==> config.mk <==
export PLATFORM = sky130hd
export DESIGN_NAME = instr_fetch_unit
export DESIGN_NICKNAME = d
export VERILOG_FILES = /design/src/rtl/instr_fetch_unit.sv
export SDC_FILE = /design/constraint.sdc
export NUM_CORES = 1
export LEC_CHECK = 0
export CAP_MARGIN = 0
export CORE_AREA = 2 2 108 110
export CTS_BUF_LIST = sky130_fd_sc_hd__clkbuf_4 sky130_fd_sc_hd__clkbuf_8
export DETAILED_ROUTE_END_ITERATION = 10
export DIE_AREA = 0 0 110 112
export PLACE_DENSITY = 0.77
export SLEW_MARGIN = 5
export SYNTH_ARGS = -nofsm -noshare
export SYNTH_HDL_FRONTEND = slang
export SYNTH_SLANG_ARGS = --single-unit
==> constraint.sdc <==
create_clock -name clk -period 4.9 [get_ports clk]
set_input_delay 0.735 -clock clk [delete_from_list [all_inputs] [get_ports clk]]
set_output_delay 0.735 -clock clk [all_outputs]
set_load 0.03 [all_outputs]
==> src/rtl/instr_fetch_unit.sv <==
// Instruction fetch unit: owns the PC, fetches one instruction word at a time
// from instruction memory over a req/ready handshake, and presents the latched
// word to the single-cycle control unit until the core acknowledges it.
//
// Ports:
//   clk, rst          - clock (rising edge), asynchronous active-low reset
//   imem_req/addr     - fetch request and address (address always equals pc)
//   imem_ready/rdata  - memory response; only honoured while imem_req is high
//   instr_ack, stall  - core done with current instruction / hold it
//   redirect(_pc)     - taken branch/jump target, sampled on an accepting ack
//   instr, opCode     - presented instruction, forced to zero while invalid
//   pc, pc_plus4      - address of presented instruction and its successor
//   instr_valid       - instr/opCode/pc are valid
//   fetch_misalign    - only with FETCH_MISALIGN_TRAP_EN: sticky trap flag
//
// Build option FETCH_MISALIGN_TRAP_EN: a misaligned accepted redirect sets a
// sticky fetch_misalign flag and halts fetching until reset. Without it the
// low two target bits are dropped and fetching continues.
module instr_fetch_unit #(
  parameter int unsigned       ADDR_W   = 32,
  parameter int unsigned       DATA_W   = 32,
  parameter logic [ADDR_W-1:0] RESET_PC = 'h0040_0000
) (
  input  logic              clk,
  input  logic              rst,
  output logic              imem_req,
  output logic [ADDR_W-1:0] imem_addr,
  input  logic              imem_ready,
  input  logic [DATA_W-1:0] imem_rdata,
  input  logic              instr_ack,
  input  logic              stall,
  input  logic              redirect,
  input  logic [ADDR_W-1:0] redirect_pc,
  output logic [DATA_W-1:0] instr,
  output logic [6:0]        opCode,
  output logic [ADDR_W-1:0] pc,
  output logic [ADDR_W-1:0] pc_plus4,
  output logic              instr_valid
`ifdef FETCH_MISALIGN_TRAP_EN
  ,
  output logic              fetch_misalign
`endif
);

  typedef enum logic [1:0] {StBoot, StFetch, StWait, StHold} state_e;

  state_e            state_q, state_d;
  logic [ADDR_W-1:0] pc_q, pc_d;
  logic [DATA_W-1:0] instr_q, instr_d;
  logic              valid_q, valid_d;
  logic              req_q, req_d;
  logic [ADDR_W-1:0] pc_inc;
  logic [ADDR_W-1:0] redirect_tgt;
  logic              halt;

  assign pc_inc       = pc_q + ADDR_W'(4);
  // Word-aligned target; the low two bits are never used as a fetch address.
  assign redirect_tgt = redirect_pc & ~ADDR_W'(3);

`ifdef FETCH_MISALIGN_TRAP_EN
  logic misalign_q, misalign_d;
  logic redirect_misaligned;

  assign redirect_misaligned = redirect && (redirect_pc[1:0] != 2'b00);
  assign halt                = misalign_q;
  assign fetch_misalign      = misalign_q;
`else
  assign halt = 1'b0;
`endif

  always_comb begin
    state_d = state_q;
    pc_d    = pc_q;
    instr_d = instr_q;
    valid_d = valid_q;
    req_d   = req_q;
`ifdef FETCH_MISALIGN_TRAP_EN
    misalign_d = misalign_q;
`endif
    unique case (state_q)
      StBoot: begin
        state_d = StFetch;
        req_d   = 1'b1;
      end
      StFetch, StWait: begin
        if (imem_ready) begin
          instr_d = imem_rdata;
          valid_d = 1'b1;
          req_d   = 1'b0;
          state_d = StHold;
        end else begin
          state_d = StWait;
        end
      end
      StHold: begin
        // Stall takes priority over ack; redirect only matters on acceptance.
        if (!halt && instr_ack && !stall) begin
          valid_d = 1'b0;
          pc_d    = redirect ? redirect_tgt : pc_inc;
          state_d = StFetch;
          req_d   = 1'b1;
`ifdef FETCH_MISALIGN_TRAP_EN
          if (redirect_misaligned) begin
            // Park in HOLD with nothing valid; only reset leaves this.
            misalign_d = 1'b1;
            state_d    = StHold;
            req_d      = 1'b0;
          end
`endif
        end
      end
      default: begin
        state_d = StBoot;
        req_d   = 1'b0;
        valid_d = 1'b0;
      end
    endcase
  end

  always_ff @(posedge clk or negedge rst) begin
    if (!rst) begin
      state_q <= StBoot;
      pc_q    <= RESET_PC;
      instr_q <= '0;
      valid_q <= 1'b0;
      req_q   <= 1'b0;
`ifdef FETCH_MISALIGN_TRAP_EN
      misalign_q <= 1'b0;
`endif
    end else begin
      state_q <= state_d;
      pc_q    <= pc_d;
      instr_q <= instr_d;
      valid_q <= valid_d;
      req_q   <= req_d;
`ifdef FETCH_MISALIGN_TRAP_EN
      misalign_q <= misalign_d;
`endif
    end
  end

  assign imem_req    = req_q;
  assign imem_addr   = pc_q;
  assign pc          = pc_q;
  assign pc_plus4    = pc_inc;
  assign instr_valid = valid_q;
  // Zeroed while invalid so the control unit decodes its inactive default.
  assign instr       = valid_q ? instr_q : '0;
  assign opCode      = valid_q ? instr_q[6:0] : 7'b0000000;

endmodule

==> results.json <==
{
  "drtIter0Drc": 163,
  "p_leak_uw": 0.00249,
  "rr_worst_depth": 5,
  "synth_xor_area_share_pct": 5.44,
  "h-tree-depth": 3,
  "synthArstFlopShare_pct": 100,
  "fin_crit_ns": 4.01,
  "crit_required_ns": 4.16,
  "min_path_type": "input port to asynchronous set/reset pin",
  "synth_compound_area_share_pct": 12.6,
  "grt_max_degree": 71,
  "ys_warn_count": 0,
  "cp-end-kind": "output port",
  "vias_per_cell": 5.33,
  "grt_pass1_wl_um": 19500,
  "hold_viol": 0,
  "overflow": 0,
  "outcome": "completed",
  "fp.dieW_um": 110,
  "clock-root-buffer": "clkbuf_8",
  "critPathKind": "flip-flop to output port",
  "finClkSkew_ns": 0.00837,
  "tns_ns": 0,
  "crit_fanout": 10,
  "dieArea_um2": 12300,
  "synth_edf_count": 0,
  "ant_nets": 0,
  "grt_setup_unrepaired": "no",
  "io_pins": 207,
  "fin_crit_sh_pct": 81.8,
  "p_per_area_nw_per_um2": 711,
  "grt_pass1_vias": 3875,
  "setup_ws_ns": 0.893,
  "fp-row-count": 39,
  "hpwl_um": 9000,
  "synth_top_flop_cell": "dfrtp_1",
  "clk_pin_slew_ns": 0.08,
  "dpl_worst_slack_ns": 1.26,
  "slew_headroom_pct": 25.9,
  "synth_top_family_by_area": "simple AND/OR/NAND/NOR gates",
  "floorplan.initialDensity_pct": 38.9,
  "cts_tree": "built",
  "cts-hold-fix-buffers": 0,
  "clock_latency_ns": 0.34,
  "crit_arrival_ns": 3.27,
  "place.gp.congestion": 0.799,
  "syn_avg_cell_area_um2": 9.25,
  "die_h_um": 112,
  "vias": 4058,
  "syn-cell-area_um2": 4350,
  "fin_nets": 686,
  "syn_inst": 470,
  "synthDistinctLibCells": 56,
  "synthAdderAreaFrac_pct": 0.576,
  "synthMuxAreaShare_pct": 8.78,
  "synth_seq_cells": 66,
  "drc": 0,
  "drive_above_1_share_pct": 10.5,
  "grt_usage_pct": 20.0,
  "wire_per_inst_um": 16.4,
  "cts_setup_buffers": 0,
  "cp-start-kind": "flip-flop",
  "synth_simple_gate_area_share_pct": 22.9,
  "total_power_uw": 4460,
  "drv_slew": 0,
  "place_area_um2": 6100,
  "tightest_slew_ns": 1.11,
  "cts_sinks": 66,
  "clockBufferDepth": 2,
  "ys_seq_area_share_pct": 38.0,
  "port_buffers": 198,
  "syn_to_final_growth_pct": 44.4,
  "cts_buffers": 9,
  "crit-reg2reg-launch": "imem_addr[2]$_DFFE_PN0P_",
  "finalSetupViolations": 0,
  "ctsResizeCount": 0,
  "r2r-end": "imem_addr[30]$_DFFE_PN0P_",
  "max_cap_viol_count": 0,
  "routed_wl_um": 12500,
  "core_area_um2": 11200,
  "max_clock_freq_mhz": 250,
  "antenna_found_initial": 0,
  "fin_area_um2": 6270,
  "first_pass_iters": 4,
  "irDropWorstVdd_mv": 0.483,
  "antennaDiodeCount": 0,
  "regToRegSetupSlack_ns": 2.49
}
## stage by stage
step,utilization (%),cells,hold WS (ns)
after floorplan,-,475,0.439
after global placement,54.6,746,0.468
after detailed placement,54.6,746,0.467
after CTS,56.1,762,0.137
after global routing,56.1,762,0.130
final,56.1,762,0.162
## power by group
| part | switching, uW | internal [uW] |
|---|---|---|
| logic | 1650 | 1310 |
| registers | 304 | 785 |
| clock network | 214 | 200 |
| total | 2170 | 2300 |
## flip-flops by register name (all words and copies together) (netlist names)
signal,cells
state_q,2
imem_req,1
instr_valid,1
imem_addr,30
instr_q,32
## Yosys cell counts (all sizes together) (2+ instances only)
master,number,share of area [%]
a311o,4,0.92
o2bb2ai,5,1.0
or2,3,0.43
inv,12,1.0
a31oi,9,1.3
a22oi,4,0.69
nand2,23,2.0
nand4,12,2.2
or3,4,0.58
nand3b,3,0.52
xor2,9,1.8
a21oi,15,1.7
o21a,3,0.52
dfrtp,65,37
ha,2,0.58
o21ai,16,1.8
and2,35,5.0
a211o,2,0.40
a2bb2oi,2,0.40
nand3,18,2.2
a311oi,2,0.40
o311ai,4,0.81
or4,2,0.43
nor2,21,1.8
and3,15,2.2
o211ai,7,1.2
clkbuf,24,2.1
nor2b,2,0.29
and4,3,0.60
buf,52,8.5
mux2,33,8.6
xnor2,18,3.6
nor3b,3,0.63
o22a,3,0.60
nor3,18,2.1
nor4,7,1.4
## cells by family after synthesis
family          count (synthesis)
simple gates                  172
buf+inv                        88
compound gates                 80
flops                          66
mux                            34
xor+xnor                       27
fa+ha+maj                       2
other cells                     1
## worst max-delay path, stage by stage (launching register included)
cell             delay (ns)
dfrtp_1                0.52
ha_1                   0.30
nand3_1                0.33
nor4_1                 0.74
nand3_1                0.18
xnor2_1                0.17
clkdlybuf4s50_1        0.68
## worst max-delay path by stage
stage | from | to | slack (ns) | cells after the start
final | imem_addr[2]$_DFFE_PN0P_ | pc_plus4[30] | 0.89 | 6
after global routing | imem_addr[2]$_DFFE_PN0P_ | pc_plus4[30] | 0.63 | 6
after CTS | imem_addr[2]$_DFFE_PN0P_ | pc_plus4[30] | 0.87 | 6
after detailed placement | imem_addr[2]$_DFFE_PN0P_ | pc_plus4[30] | 1.26 | 6
after global placement | imem_addr[2]$_DFFE_PN0P_ | pc_plus4[30] | 1.30 | 6
after floorplan | imem_addr[2]$_DFFE_PN0P_ | pc_plus4[30] | 1.83 | 5
## final cells by class
class / instances / area [um2]
fill: 986 / 4900
inverter: 12 / 45.0
clock buffer: 11 / 145
tap: 143 / 179
multi-input combinational: 321 / 2200
sequential: 66 / 1650
clock inverter: 5 / 30.0
timing repair buffer: 204 / 2020
## layer usage
layer	global-route usage [%]	vias up	part of all wire, %
li1	-	1915	-
met1	24.6	1955	41
met2	33.5	186	48
met3	6.50	2	11
met4	4.89	0	0.28
met5	0	-	0
## cell usage in the layout, fill, tap and decap left out, drive strengths merged, types with 4 or more instances in the layout
cell type,n
nand4,12
xnor2,18
a311o,4
nand2,23
nor2,21
dfrtp,65
o311ai,4
a31oi,9
nor3,18
or3,4
inv,12
o2bb2ai,5
and2,35
mux2,33
a21oi,15
nand3,18
conb,6
o211ai,7
nor4,7
clkbuf,11
xor2,9
clkdlybuf4s50,196
and3,15
a22oi,4
buf,8
o21ai,16
Note: power is estimated with default switching activity, not from simulation.
